--- config.mk ---
export PLATFORM = sky130hd
export DESIGN_NAME = aqe_prog_loader
export DESIGN_NICKNAME = d
export VERILOG_FILES = /design/src/rtl/aqe_prog_loader.sv
export SDC_FILE = /design/constraint.sdc
export NUM_CORES = 1
export LEC_CHECK = 0
export ABC_AREA = 1
export CAP_MARGIN = 10
export CORE_MARGIN = 4
export CORE_UTILIZATION = 51
export CTS_BUF_LIST = sky130_fd_sc_hd__clkbuf_4
export DETAILED_ROUTE_END_ITERATION = 6
export GPL_TIMING_DRIVEN = 0
export PLACE_DENSITY = 0.78
export REMOVE_ABC_BUFFERS = 1
export SYNTH_ARGS = -nofsm -noshare
export SYNTH_HDL_FRONTEND = slang
export SYNTH_SLANG_ARGS = --single-unit
--- constraint.sdc ---
create_clock -name pll_core_cpuclk -period 2.47 [get_ports pll_core_cpuclk]
set_input_delay 0.6175 -clock pll_core_cpuclk [delete_from_list [all_inputs] [get_ports pll_core_cpuclk]]
set_output_delay 0.6175 -clock pll_core_cpuclk [all_outputs]
set_load 0.02 [all_outputs]
--- src/rtl/aqe_prog_loader.sv ---
// Program loader: assembles a byte stream into 128-bit words and holds the CPU in reset.
// Optional trailer checksum is compiled in with `define AQE_PROG_CHECKSUM_EN.
module aqe_prog_loader #(
    parameter int HOLD_CYCLES = 16
) (
    input  logic         pll_core_cpuclk,
    input  logic         pad_cpu_rst_b,
    input  logic         start,
    input  logic [19:0]  base_addr,
    input  logic [19:0]  word_count,
    input  logic         byte_valid,
    input  logic [7:0]   byte_data,
    output logic         byte_ready,
    output logic         prog_wen,
    output logic [19:0]  prog_waddr,
    output logic [127:0] prog_wdata,
    output logic         load_busy,
    output logic         load_done,
    output logic         cpu_hold_rst_b,
    output logic         chk_err
);

    localparam logic [7:0] HOLD_LAST = 8'(HOLD_CYCLES - 1);

    typedef enum logic [2:0] {
        IDLE,
        COLLECT,
        WRITE,
`ifdef AQE_PROG_CHECKSUM_EN
        CHECK,
`endif
        HOLD,
        DONE
    } state_t;

    state_t        state, state_nxt;
    logic [19:0]   addr;
    logic [19:0]   total;
    logic [19:0]   wcnt;
    logic [3:0]    bidx;
    logic [119:0]  lanes;
    logic [7:0]    hcnt;
    logic          idle_like;
    logic          go;
    logic          accept;
    logic          last_word;

    assign idle_like = (state == IDLE) || (state == DONE);
    assign go        = start && idle_like;
    assign accept    = byte_valid && byte_ready;
    assign last_word = (wcnt + 20'd1) == total;

`ifdef AQE_PROG_CHECKSUM_EN
    logic [7:0] sum;
    assign byte_ready = (state == COLLECT) || (state == CHECK);
`else
    assign byte_ready = (state == COLLECT);
    assign chk_err    = 1'b0;
`endif

    assign prog_wen       = (state == WRITE);
    assign load_busy      = !idle_like;
    assign load_done      = (state == DONE);
    assign cpu_hold_rst_b = (state == DONE);

    always_ff @(posedge pll_core_cpuclk or negedge pad_cpu_rst_b) begin
        if (!pad_cpu_rst_b) begin
            state <= IDLE;
        end else begin
            state <= state_nxt;
        end
    end

    always_comb begin
        state_nxt = state;
        unique case (state)
            IDLE, DONE: begin
                if (start) begin
                    state_nxt = (word_count == 20'd0) ? HOLD : COLLECT;
                end
            end
            COLLECT: begin
                if (accept && bidx == 4'd15) begin
                    state_nxt = WRITE;
                end
            end
            WRITE: begin
`ifdef AQE_PROG_CHECKSUM_EN
                state_nxt = last_word ? CHECK : COLLECT;
`else
                state_nxt = last_word ? HOLD : COLLECT;
`endif
            end
`ifdef AQE_PROG_CHECKSUM_EN
            CHECK: begin
                if (byte_valid) begin
                    state_nxt = HOLD;
                end
            end
`endif
            HOLD: begin
                if (hcnt == HOLD_LAST) begin
                    state_nxt = DONE;
                end
            end
            default: state_nxt = IDLE;
        endcase
    end

    always_ff @(posedge pll_core_cpuclk or negedge pad_cpu_rst_b) begin
        if (!pad_cpu_rst_b) begin
            addr       <= '0;
            total      <= '0;
            wcnt       <= '0;
            bidx       <= '0;
            lanes      <= '0;
            hcnt       <= '0;
            prog_waddr <= '0;
            prog_wdata <= '0;
`ifdef AQE_PROG_CHECKSUM_EN
            sum        <= '0;
            chk_err    <= 1'b0;
`endif
        end else begin
            if (go) begin
                addr  <= base_addr;
                total <= word_count;
                wcnt  <= '0;
                bidx  <= '0;
                hcnt  <= '0;
`ifdef AQE_PROG_CHECKSUM_EN
                sum     <= '0;
                chk_err <= 1'b0;
`endif
            end
            if (state == COLLECT && accept) begin
                bidx <= bidx + 4'd1;
`ifdef AQE_PROG_CHECKSUM_EN
                sum <= sum + byte_data;
`endif
                // Last lane goes straight to the write register.
                if (bidx == 4'd15) begin
                    prog_waddr <= addr;
                    prog_wdata <= {byte_data, lanes};
                end else begin
                    lanes[{bidx, 3'b000} +: 8] <= byte_data;
                end
            end
            if (state == WRITE) begin
                addr <= addr + 20'd1;
                wcnt <= wcnt + 20'd1;
                hcnt <= '0;
            end
`ifdef AQE_PROG_CHECKSUM_EN
            if (state == CHECK && byte_valid) begin
                chk_err <= (byte_data != sum);
            end
`endif
            if (state == HOLD) begin
                hcnt <= hcnt + 8'd1;
            end
        end
    end

endmodule

* After elaboration in Yosys (flattened, before gate mapping)
Cells that the tools add are included.
** Operators by class
- $add $sub $neg :: 5
- Equal/unequal tests :: 10
- Shift-type cells :: 2
- Muxes and demuxes :: 16
- Bitwise logic cells :: 1
- Reduce and logical (&&, ||, !) cells :: 15
** Operator list (number)
- $bwmux 120 :: 1
- $shift 8x9->120 const A :: 1
- $shiftx 8x9->120 :: 1
- $mux 20 :: 4
- $add 20x1->20 const B :: 2
- $mux 8 :: 3
- $eq 20x20->1 :: 1
- $logic_not 20->1 :: 1
- $pmux 3 s4 :: 1
- $mux 3 :: 3
- $neg 7->9 :: 1
- $add 8x1->8 const B :: 1
- $eq 8x4->1 const B :: 1
- $mux 4 :: 2
- $eq 3x2->1 const B :: 2
- $add 4x1->4 const B :: 1
- $eq 4x4->1 const B :: 1
- $logic_and 1x1->1 :: 4
- $mux 2 :: 2
- $ne 2x2->1 const B :: 2
- $reduce_and 2->1 :: 2
- $reduce_bool 2->1 :: 2
- $eq 3x1->1 const B :: 1
- $eq 3x3->1 const B :: 1
- 8 further kinds :: 8
** Word-level totals
- Flip-flop bits (word level) :: 343
- Input bits :: 52
- Output and inout port bits :: 154

* Longest topological paths before layout
Gate-level depths: netlist of the first run.
- Depth in word-level cells :: 6
- Mapped depth :: 15
- Gate-level depth less buffers :: 15

* Worst setup path after synthesis of the first run
No wires, ideal clock.
- Kind :: reg2reg
- Start point :: register bidx[0]
- End point :: register lanes[102]
- Library setup time :: 128 ps
- Data arrival time :: 2184 ps
- Path slack :: 158 ps
- Cell stages (with the launch flop) :: 12
- Buffers on the path :: 3
- Clock period less this slack :: 2312 ps
- Cell sequence :: dfrtp_1 -> buf_2 -> inv_2 -> clkbuf_1 -> ha_1 -> xnor2_2 -> inv_1 -> nor2_1 -> nand2_2 -> buf_2 -> nand2_1 -> o21ai_1
** On the way
- Word-level cells in the longest chain between the ends :: 3
** Ends and longest elaborated chain
- from (decl) :: RTL line 40 : logic [3:0] bidx;
- from (signal assigned) :: RTL line 137 : bidx <= bidx + 4'd1;
- $neg 7->9 / $eq 4x4->1 (equally long branches) :: RTL line 146, 142
- $shiftx 8x9->120, or another cell as far along :: RTL line 146 : lanes[{bidx, 3'b000} +: 8] <= byte_data;
- $bwmux 120 / $reduce_and 2->1 (equally long branches)
- to (signal, indexed assignment) :: RTL line 146
- to (decl) :: RTL line 41 : logic [119:0] lanes;
Parallel ways exist; a longest one is shown, timed or not.
A chain may end at the register's enable or synchronous reset.

* Worst setup path in the final report of the first run
- Start point :: register prog_wdata[115]
- End point :: output port prog_wdata[115]
** RTL lines
- from (decl) :: RTL line 16 : output logic [127:0] prog_wdata,
- from (signal assigned) :: RTL line 144 : prog_wdata <= {byte_data, lanes};
No word-level cell between the ends.

==> results_dict.tcl, run 1 <==
set metrics [dict create \
    antenna_found_initial 1 \
    synth_area_per_cell_um2 8.71 \
    cp_num_buf_inv 1 \
    yosysSeqAreaShare_pct 58.8 \
    r2r_cells 10 \
    synth_area_leader_cell "dfrtp_1" \
    hold_class "input pin to async pin" \
    hold_viol_final 0 \
    grt_max_degree 115 \
    htree_levels 3 \
    path_clk_slew_ns 0.07 \
    power.leakage_nw 8.93 \
    num_rows 61 \
    grt_use_met2_pct 40.2 \
    num_vias 12400 \
    ir_worst_vdd_uv 411 \
    cp.arrival_ns 1.77 \
    maxSlewHeadroom_pct 48.7 \
    root_buffer "clkbuf_4" \
    via_per_inst 5.25 \
    cts_max_path_buffers 3 \
    finalCritPeriodShare_pct 96.7 \
    ys_seq_elements 343 \
    utilization_pct 65.3 \
    cts.sinks 343 \
    critPathSlowestCell "clkdlybuf4s50_1" \
    crit_type "register to primary output" \
    drc 0 \
    powerDensity_nw_per_um2 897 \
    gp_congestion 0.903 \
    busiest_layer "met2" \
    grt-ovfl-total 0 \
    cp_top_family "buffers and inverters" \
    path_depth 1 \
    synth_area_leaders "dfrtp_1, nand2_1, o21ai_0" \
    coreArea_um2 28000 \
    n_fill_cell 2302 \
    layout-drive-gt1-share_pct 11.8 \
    synth-edff-count 0 \
    endpoint_kind "primary output" \
    cpPeakStageDelay_ns 0.65 \
    setup_slack_ns 0.0816 \
    met3_usage_pct 7.07 \
    grt_pass1_vias 12618 \
    insertion_delay_ns 0.71 \
    dp_slack_ns -1.55 \
    power.total_mw 16.4 \
    finalMaxSlewViolations 0 \
    dieArea_um2 31400 \
    synth_cells 1675 \
    layout.nets 1978 \
    synth_most_common_cell "nand2_1" \
    chipWidth_um 177 \
    wirelength_um 39400 \
    drtIter0Drc 837 \
    dp_cells 2196 \
    initial_utilization_pct 52.1 \
    async_flop_share_pct 100 \
    first_pass_iters 5 \
    wl_per_cell_um 16.7 \
    antenna_left 0 \
    gr-usage-all-layers_pct 25.4 \
    cp-start-kind "register" \
    die_h_um 177 \
    timing.fmax_mhz 419 \
    layoutNonFillerInstCount 2362 \
    yosys_warnings 0 \
    synth_area_um2 14600 \
    period_minus_slack_ns 2.39 \
    use_met1_pct 34.2 \
    tightest_slew_ns 0.769 \
    synth_common_cells "nand2_1, dfrtp_1, inv_1" \
    ys_types 43 \
    whs_ns 0.425 \
    worstPathMaxFanout 2 \
    area_growth_pct 25.4 \
    synth-main-ff-cell "dfrtp_1" \
    seqCellArea_um2 8590 \
    synth_top_area_share_pct 58.8 \
    clock_skew_ns 0.0481 \
    rsz0062_at_grt "false" \
    dpl.hpwl_um 25600 \
    drv_cap 0 \
    status "completed" \
    io_buffer_count 204 \
    crit_chain "clkdlybuf4s50_1" \
    setup_violations 0 \
    cts_buffers 88 \
    multiInputGateArea_um2 5300 \
    top_level_ports 206 \
    required_ns 1.85 \
    grt_pass1_wl_um 64300 \
    tritoncts "done" \
]
-- registers in the layout (all words and copies together) (netlist names) --
signal,flops
prog_wdata,128
total,20
lanes,120
bidx,4
wcnt,20
prog_waddr,20
addr,20
state,3
hcnt,8
-- per-layer routing --
metal	vias up	wire length [um]
li1	5885	-
met1	5992	16900
met2	451	18300
met3	72	3400
met4	0	890
met5	-	0
-- placed cells by master, fill, tap and decap left out, types with 3 or more instances in the layout --
cell / count
o21ai_2: 24
clkinv_1: 11
clkdlybuf4s50_1: 198
nand3_1: 67
buf_4: 9
nor2_4: 6
nand2_4: 6
inv_2: 6
nor2_1: 58
nand2_2: 5
nor4_1: 6
nand2_1: 693
nand4_1: 8
o21ai_0: 94
dfrtp_2: 3
ha_1: 6
nor3_1: 18
clkinvlp_4: 6
dfrtp_1: 340
o22ai_1: 22
buf_12: 3
o32ai_1: 3
buf_16: 5
clkbuf_4: 134
o21ai_1: 69
xor2_1: 12
a21oi_1: 12
xnor2_1: 3
o211ai_1: 7
nor2_2: 8
inv_1: 107
-- what timing repair did --
action                                  in CTS  in global routing
hold endpoints to repair                    57                  0
hold buffers                                 1                  0
resized for setup                           26                 14
endpoints found under the setup margin     260                 98
cloned                                       2                  0
buffers inserted                             8                  0
pin swaps                                    4                  0
-- logic make-up (layout without fill, tap and decap cells) --
family	after synthesis	after routing	synth area share, %
flip-flops	343	343	58.8
AO/OA/AOI/OAI	238	238	9.28
buffers and inverters	186	492	5.28
XOR/XNOR	17	17	1.17
other	1	3	0.0257
AND/OR/NAND/NOR	883	884	24.8
adder cells (fa/ha/maj)	7	7	0.600
-- worst reg2reg max path, delay by kind of cell (launching register included) --
| family | cells | cell delay [ns] |
|---|---|---|
| fa+ha+maj | 1 | 0.21 |
| buf+inv | 4 | 0.86 |
| flops | 1 | 0.51 |
| simple gates | 5 | 0.66 |
-- worst paths after layout --
check	from	end	slack [ns]
worst max-delay path	prog_wdata[115]	prog_wdata[115]	0.08
worst min-delay path	pad_cpu_rst_b	total[0]	0.42
worst max register to register	bidx[0]	prog_wdata[4]	0.13
worst min register to register	lanes[7]	prog_wdata[7]	0.47
max in group asynchronous	pad_cpu_rst_b	lanes[67]	0.72
min in group pll_core_cpuclk	lanes[7]	prog_wdata[7]	0.47
-- area by class of cell --
type,count,share of cell area (%)
diodes,2,0.0274
clock buffers,134,5.50
multi-input cells,1147,29.0
well taps,378,2.58
clock inverters,19,0.629
inverters,116,2.52
flip-flops and latches,343,46.9
repair buffers,223,12.8
-- stage by stage --
step	cell area [um^2]	TNS (ns)
final	18300	0
after detailed placement	17000	-100.79
after floorplan	14300	-481.63
after global placement	16800	-6048.57
after global routing	18300	0
after CTS	18200	0
-- report_power, final --
group	internal [mW]	switching (mW)	leakage (nW)
combinational	1.44	2.60	3.62
sequential	6.68	0.770	4.65
clock	2.57	2.35	0.665
total	10.7	5.72	8.93
Note: power is estimated with default switching activity, not from simulation.
==> inputs of run 2 (changes only) <==
ABC_CLOCK_PERIOD_IN_PS = 2470   (was unset)
CORE_MARGIN = 10   (was 4)
CORE_UTILIZATION = 49   (was 51)
CTS_BUF_LIST = sky130_fd_sc_hd__clkbuf_4 sky130_fd_sc_hd__clkbuf_8 sky130_fd_sc_hd__clkbuf_16   (was sky130_fd_sc_hd__clkbuf_4)
PLACE_DENSITY = 0.76   (was 0.78)
==> run 2 against run 1 <==
Against the previous run: register-to-register slack better by 0.05 ns; fmax down 0.34%; via count fell by 2.5%; worst hold slack worse by 0.42 ns; design area up 1.0%; global-route usage decreased by 2.9 points; critical path depth up 4; first-iteration DRC count rose by 7.9%; wire length increased by 5.1%; sequential power barely moved; largest power group unchanged; highest routed layer is now met5.
==> results_dict.tcl, run 2 (synthesized netlist as in run 1, its figures left out) <==
set metrics [dict create \
    final_cell_mix "nand2_1, dfrtp_1, clkdlybuf4s50_1" \
    path_clk_slew_ns 0.05 \
    rsz0062_at_grt "true" \
    finalMaxSlewViolations 0 \
    area_growth_pct 26.7 \
    insertion_delay_ns 0.52 \
    chipWidth_um 193 \
    via_per_inst 5.29 \
    gr-usage-all-layers_pct 22.4 \
    tritoncts "done" \
    maxSlewHeadroom_pct 50.1 \
    required_ns 1.85 \
    antenna_found_initial 2 \
    reg_top3 "prog_wdata x128, lanes x120" \
    dieArea_um2 37100 \
    setup_violations 0 \
    layoutNonFillerInstCount 2285 \
    rr_startpoint "bidx[0]" \
    top_level_ports 206 \
    wl_per_cell_um 18.1 \
    critPathSlowestCell "dfrtp_1" \
    cts.sinks 343 \
    final_common_cell "nand2_1" \
    reg2reg_slack_ns 0.18 \
    first_pass_iters 5 \
    antenna_left 0 \
    endpoint_kind "primary output" \
    grt_max_degree 119 \
    hold_class "input pin to async pin" \
    power.leakage_nw 8.95 \
    cpPeakStageDelay_ns 0.40 \
    dp_cells 2208 \
    fin_setup_tns_ns 0 \
    cp-start-kind "register" \
    cts_buffers 38 \
    path_depth 5 \
    wirelength_um 41400 \
    io_buffer_count 204 \
    status "completed" \
    num_vias 12092 \
    htree_levels 2 \
    cts_max_path_buffers 3 \
    power.total_mw 17.0 \
    grt_pass1_vias 12402 \
    die_h_um 193 \
    grt_pass1_wl_um 66300 \
    coreArea_um2 29500 \
    drv_cap 0 \
    initial_utilization_pct 49.5 \
    drtIter0Drc 903 \
    layout.nets 1929 \
    largest_reg_flops 128 \
    layout-drive-gt1-share_pct 8.18 \
    crit_type "register to primary output" \
    drc 0 \
    period_minus_slack_ns 2.40 \
    hold_viol_final 0 \
    ir_worst_vdd_uv 525 \
    cp.arrival_ns 1.78 \
    dpl.hpwl_um 26900 \
    tightest_slew_ns 0.747 \
    r2r-end "lanes[34]" \
    num_rows 63 \
    gp_congestion 0.868 \
    grt-ovfl-total 0 \
    crit_chain "inv_1 -> nand2_2 -> nor2_4 -> buf_8 -> clkdlybuf4s15_2" \
    powerDensity_nw_per_um2 922 \
    clock_skew_ns 0.0218 \
    hold_buffers 0 \
    whs_ns 0.00690 \
    worstPathMaxFanout 16 \
    n_fill_cell 2532 \
    cp_num_buf_inv 3 \
    cp_top_family "buffers and inverters" \
    top_register "prog_wdata" \
    finalCritPeriodShare_pct 97.0 \
    r2r_cells 9 \
    timing.fmax_mhz 417 \
    root_buffer "clkbuf_16" \
]
-- run 2: worst max-delay path by stage --
stage             startpoint        endpoint  slack (ns)
6_report            state[2]        prog_wen        0.07
2_1_floorplan        bidx[0]        state[2]       -3.35
3_3_place_gp   pad_cpu_rst_b  prog_wdata[62]      -14.09
5_1_grt              bidx[1]        state[2]       -0.03
3_5_place_dp           start         addr[9]       -1.78
4_1_cts              bidx[1]        state[2]        0.03
-- run 2: timing repair --
action | 4_1_cts | 5_1_grt
resized for setup | 17 | 14
setup buffers | 7 | 1
gates cloned | 4 | 1
setup endpoints to repair | 253 | 42
pin swaps | 3 | 1
hold endpoints to repair | 0 | 0
-- run 2: where the power goes --
group / total (mW) / switching, mW / internal [mW]
Clock: 5.62 / 2.22 / 3.39
Combinational: 4.00 / 2.60 / 1.39
Sequential: 7.42 / 0.747 / 6.68
Total: 17.0 / 5.58 / 11.5
-- run 2: through the flow --
step	util, %	cell area (um^2)	setup WS [ns]
final	62.7	18500	0.0736
after global routing	62.7	18500	-0.0348
after CTS	62.5	18400	0.0291
after detailed placement	57.7	17000	-1.78
after global placement	56.9	16800	-14.09
after floorplan	-	14300	-3.35
-- run 2: worst reg2reg max path: cells and delay by family (launching register included) --
kind,cells,cell delay (ns)
DFF,1,0.41
AOI/OAI and AO/OA,1,0.07
buffers and inverters,3,0.61
and+or+nand+nor,4,0.66
adders and majority gates,1,0.42
-- run 2: cell type report --
type                            instances  area, um^2  share of cell area, %
Clock inverter                         11         109                  0.589
Sequential cell                       343        8580                   46.4
Antenna cell                            1        2.50                 0.0135
Timing Repair Buffer                  224        2410                   13.0
Clock buffer                           53        1130                   6.12
Tap cell                              390         488                   2.64
Multi-Input combinational cell       1147        5320                   28.7
Inverter                              116         449                   2.43
-- run 2: metal layers --
layer | global-route usage, % | routed length (um) | part of all wire [%] | up-vias
met5 | 0 | 18 | 0.043 | -
met4 | 7.25 | 1240 | 3.0 | 2
met3 | 5.64 | 3200 | 7.7 | 79
met2 | 36.5 | 19500 | 47 | 359
met1 | 28.8 | 17400 | 42 | 5923
li1 | - | - | - | 5729
